File: src/rtl/led_pattern_gen.sv
// led_pattern_gen: stepped LED patterns (flow-left/right, ping-pong, blink-all) paced by a prescaler.
// Optional 4-bit PWM dimming when LED_PATTERN_DIM_EN is defined (adds the dim input).
module led_pattern_gen #(
  parameter int LED_NUM     = 4,
  parameter int STEP_CYCLES = 25_000_000
) (
  input  logic               sys_clk,
  input  logic               sys_rst_n,
  input  logic [1:0]         mode,
  input  logic               mode_vld,
  input  logic               pause,
`ifdef LED_PATTERN_DIM_EN
  input  logic [3:0]         dim,
`endif
  output logic [LED_NUM-1:0] led,
  output logic               step_tick
);
  localparam int CW = $clog2(STEP_CYCLES);
  localparam logic [1:0] FLOW_L = 2'd0, FLOW_R = 2'd1, PING = 2'd2, BLINK = 2'd3;
  localparam logic [LED_NUM-1:0] ONE  = LED_NUM'(1);
  localparam logic [LED_NUM-1:0] TOP  = ONE << (LED_NUM - 1);
  localparam logic [CW-1:0]      LAST = CW'(STEP_CYCLES - 1);
  logic [CW-1:0]      cnt_q, cnt_d;
  logic [1:0]         mode_q, mode_d;
  logic               dir_q, dir_d, up;
  logic [LED_NUM-1:0] pat_q, pat_d, nxt, init;
  logic               tick_q, tick_d;
  // Ping-pong turns around on the end bit itself, so the end bit is never shown twice.
  always_comb begin
    up     = dir_q ? !pat_q[LED_NUM-1] : pat_q[0];
    nxt    = mode_q == BLINK  ? {LED_NUM{~pat_q[0]}}
           : LED_NUM == 1     ? pat_q
           : mode_q == FLOW_L ? (pat_q << 1) | (pat_q >> (LED_NUM - 1))
           : mode_q == FLOW_R ? (pat_q >> 1) | (pat_q << (LED_NUM - 1))
           : up               ? pat_q << 1 : pat_q >> 1;
    init   = mode == BLINK ? '1 : mode == FLOW_R ? TOP : ONE;
    cnt_d  = cnt_q;
    mode_d = mode_q;
    dir_d  = dir_q;
    pat_d  = pat_q;
    tick_d = 1'b0;
    if (mode_vld) begin
      mode_d = mode;
      cnt_d  = '0;
      dir_d  = 1'b1;
      pat_d  = init;
    end else if (!pause) begin
      cnt_d  = cnt_q == LAST ? '0 : cnt_q + 1'b1;
      pat_d  = cnt_q == LAST ? nxt : pat_q;
      dir_d  = cnt_q == LAST && mode_q == PING ? up : dir_q;
      tick_d = cnt_q == LAST;
    end
  end
  always_ff @(posedge sys_clk or negedge sys_rst_n) begin
    if (!sys_rst_n) begin
      cnt_q  <= '0;
      mode_q <= FLOW_L;
      dir_q  <= 1'b1;
      pat_q  <= ONE;
      tick_q <= 1'b0;
    end else begin
      cnt_q  <= cnt_d;
      mode_q <= mode_d;
      dir_q  <= dir_d;
      pat_q  <= pat_d;
      tick_q <= tick_d;
    end
  end
  assign step_tick = tick_q;
`ifdef LED_PATTERN_DIM_EN
  logic [3:0]         pwm_q, pwm_d;
  logic [LED_NUM-1:0] led_q, led_d;
  always_comb begin
    pwm_d = pwm_q + 4'd1;
    led_d = pat_d & {LED_NUM{pwm_q < dim}};
  end
  always_ff @(posedge sys_clk or negedge sys_rst_n) begin
    if (!sys_rst_n) begin
      pwm_q <= '0;
      led_q <= ONE;
    end else begin
      pwm_q <= pwm_d;
      led_q <= led_d;
    end
  end
  assign led = led_q;
`else
  assign led = pat_q;
`endif
endmodule

File: config.mk
export PLATFORM = sky130hd
export DESIGN_NAME = led_pattern_gen
export DESIGN_NICKNAME = d
export VERILOG_FILES = /design/src/rtl/led_pattern_gen.sv
export SDC_FILE = /design/constraint.sdc
export NUM_CORES = 1
export LEC_CHECK = 0
export CORE_UTILIZATION = 30
export CTS_BUF_LIST = sky130_fd_sc_hd__clkbuf_16
export DETAILED_ROUTE_END_ITERATION = 10
export PLACE_DENSITY_LB_ADDON = 0.25
export SYNTH_ARGS = -nofsm -noshare
export SYNTH_HDL_FRONTEND = slang
export SYNTH_SLANG_ARGS = --single-unit
File: constraint.sdc
create_clock -name sys_clk -period 5.7 [get_ports sys_clk]
set_input_delay 0.57 -clock sys_clk [delete_from_list [all_inputs] [get_ports sys_clk]]
set_output_delay 0.57 -clock sys_clk [all_outputs]
set_load 0.02 [all_outputs]
==> impl_results.md <==
* Hold Buf Count CTS at 0
* Root Buffer: clkbuf_16
* Cell area after synthesis at 2030 sq um
* Slew Limit Headroom at 41.2%
* RSZ-0062 raised after global routing: false
* Total Power at 0.585 mW
* I/O pin count at 11
* Congestion Overflow GR at 0
* Status: finished with violations
* PwrDens at 252 nW/um^2
* CP max stage cell: a21oi_2
* Vias at 1721
* Initial antenna violation count at 0
* Clock slew at reported path FFs at 0.05 ns
* Critical-path maximum fanout at 24
* Number of synthesized flops with an enable pin at 0
* Kind of critical path: primary input to flip-flop
* Max-Cap Viols at 0
* Core Region at 6460 sq um
* Mapped Cells at 235
* Layout cell share with drive strength beyond 1 at 11.9%
* Yosys reg bits at 33
* Crit. End Element: flip-flop
* Clock sinks at 33
* Critical Path RT at 5.85 ns
* RD Place Congestion at 0.776
* # fillers at 674
* Average size of a mapped cell at 8.65 sq um
* First-pass GRT wire length at 7640 microns
* VDD IR-drop max at 0.129 mV
* Post-DRT Antenna Nets at 0
* Critical-path cell list: clkdlybuf4s50_1 -> a21oi_2 -> nor2_2 -> mux2_2
* Setup TNS at 0 ns
* Static Leak at 0.883 nW
* Failing checks: DRC
* Initial Utilization at 31.5%
* CTS HTree Levels at 2
* Area growth, synth to finish at 14.1%
* Hpwl dp at 3040 microns
* WL/cell at 13.6 microns
* Resize count post-CTS at 0
* Vias in the first global route at 1608
* Register area share after synthesis at 40.8%
* DR DRC count at 5
* DRT iter0 DRCs at 51
* Worst hold path class: flip-flop to flip-flop
* GRT Overall Usage at 13.1%
* Cts bufs inserted at 5
* Total wire length at 4360 microns
* FMAX at 0.388 GHz
* Final setup margin at 3.12 ns
* Clk Latency, worst-skew pair at 0.27 ns
* Worst hold slack at 0.513 ns
* Worst clock skew at 0.00947 ns
* DIE HEIGHT at 84.3 microns
* Dominant synthesized flop cell: dfrtp_1
* CP arrival at 2.72 ns
* Syn Nets at 242
* Minimum period implied by the final worst setup slack at 2.58 ns
* Nets at 250
* Core occupancy in the finished layout at 35.9%
* Largest net degree at the start of global routing at 34
* Buf/Inv on CP at 1
* TritonRoute pass-1 iters at 7
* Critical Path Source Type: primary input
* PortBufs at 10
* Period utilization at 45.2%
* # setup viols final at 0
* Worst Tran Pin Value at 0.874 ns
* Final Hold Viols at 0
* Longest Clk Path Bufs at 2
* Fraction of registers with async set/reset at 100%
* Die width at 84.3 microns
* Vias per inst at 5.38
* Post-placement worst setup slack at 2.84 ns
* Ant diodes at 0
* Rows at 29
* Setup Fix Bufs, Post-CTS at 0
* Ys Warns at 0
* Slew Viols, Final at 0
* Delay-heaviest family, CP: compound AO/OA/AOI/OAI gates
* Crit-path max cell delay at 0.86 ns
* Post-synth cell types at 52
* CTS tree: built
* Die area at 7110 sq um
path summary, 6_finish.rpt:
path                       depth (start not counted)                    end                  start  slack (ns)
setup / recovery                                   4     led[1]$_DFFE_PN0P_               mode_vld        3.12
hold / removal                                     1  cnt_q[19]$_DFFE_PN0P_  cnt_q[19]$_DFFE_PN0P_        0.51
setup reg to reg                                   5     led[1]$_DFFE_PN0P_  cnt_q[17]$_DFFE_PN0P_        3.36
hold reg to reg                                    1  cnt_q[19]$_DFFE_PN0P_  cnt_q[19]$_DFFE_PN0P_        0.51
max in group asynchronous                          2      dir_q$_DFFE_PN1P_              sys_rst_n        4.65
min in group asynchronous                          2  cnt_q[14]$_DFFE_PN0P_              sys_rst_n        0.71
flip-flops by register name (all words and copies together) (netlist names):
| register | flops |
|---|---|
| cnt_q | 25 |
| led | 4 |
| mode_q | 2 |
| dir_q | 1 |
| step_tick | 1 |
cells by family (layout without fill, tap and decap cells):
family                     count (synthesis)  after routing  synth area share (%)
DFF                                       33             33                  40.8
buffers and inverters                     23             31                  5.05
adders and majority gates                  1              1                 0.616
AOI/OAI and AO/OA                         53             53                  16.2
and+or+nand+nor                          111            111                  30.4
muxes                                     11             11                  5.73
xor gates and xnor gates                   3              3                  1.29
cell usage after synthesis (2+ instances only):
master | n | area [sq um]
nor2_1 | 16 | 60.1
a21o_1 | 2 | 15.0
o21ai_0 | 12 | 60.1
and3_2 | 2 | 15.0
nor3_1 | 7 | 35.0
dfrtp_1 | 31 | 776
nand3_1 | 20 | 100
nand2_1 | 29 | 109
mux2_2 | 5 | 56.3
dfstp_2 | 2 | 52.6
o22ai_1 | 3 | 18.8
nand4_1 | 6 | 37.5
mux2i_1 | 6 | 60.1
xnor2_1 | 3 | 26.3
nor2b_1 | 4 | 25.0
or2_2 | 2 | 12.5
a21oi_1 | 17 | 85.1
a31oi_1 | 2 | 12.5
buf_6 | 2 | 22.5
a211oi_1 | 4 | 30.0
or4_1 | 3 | 22.5
o311ai_0 | 2 | 17.5
o31ai_1 | 2 | 15.0
clkbuf_1 | 7 | 26.3
inv_1 | 12 | 45.0
or3_1 | 7 | 43.8
a41oi_1 | 2 | 17.5
stage by stage:
step	std cells	area (sq um)
2_1_floorplan	235	2030
3_3_place_gp	313	2190
3_5_place_dp	313	2190
4_1_cts	320	2320
5_1_grt	320	2320
6_report	320	2320
cell type report:
cell class	instances	area [sq um]	area share, %
inverter	12	45.0	1.94
clock inverter	2	7.51	0.324
sequential	33	828	35.7
timing repair buffer	12	115	4.96
clock buffer	5	125	5.40
multi-input combinational	179	1100	47.5
tap	77	96.3	4.16
cells in the final DEF (no fill, tap or decap), drive strengths merged, types with 8 or more instances in the layout:
cell and count:
inv 13, or3 8, clkdlybuf4s50 10, nor2 17, nand3 20, dfrtp 31
a21oi 18, o21ai 13, nand2 29
metal layers:
metal,part of all wire (%),up-vias,GRT usage [%]
met1,52,820,19.2
li1,-,872,-
met5,0,-,0
met4,0.41,0,1.88
met2,44,27,20.3
met3,3.2,2,2.95
power breakdown:
group          switching [mW]  leakage (nW)  internal, mW
Sequential             0.0194         0.444         0.245
Clock                  0.0885        0.0685         0.156
Combinational          0.0395         0.371        0.0367
worst reg2reg max path, cell delays in order (launching register included):
cell and delay (ns):
dfrtp_1 0.41, or4_4 0.58, nor4_4 0.32, a21oi_2 0.29
nor2_2 0.26, mux2_2 0.36
Power figures use the tool's default switching activity.
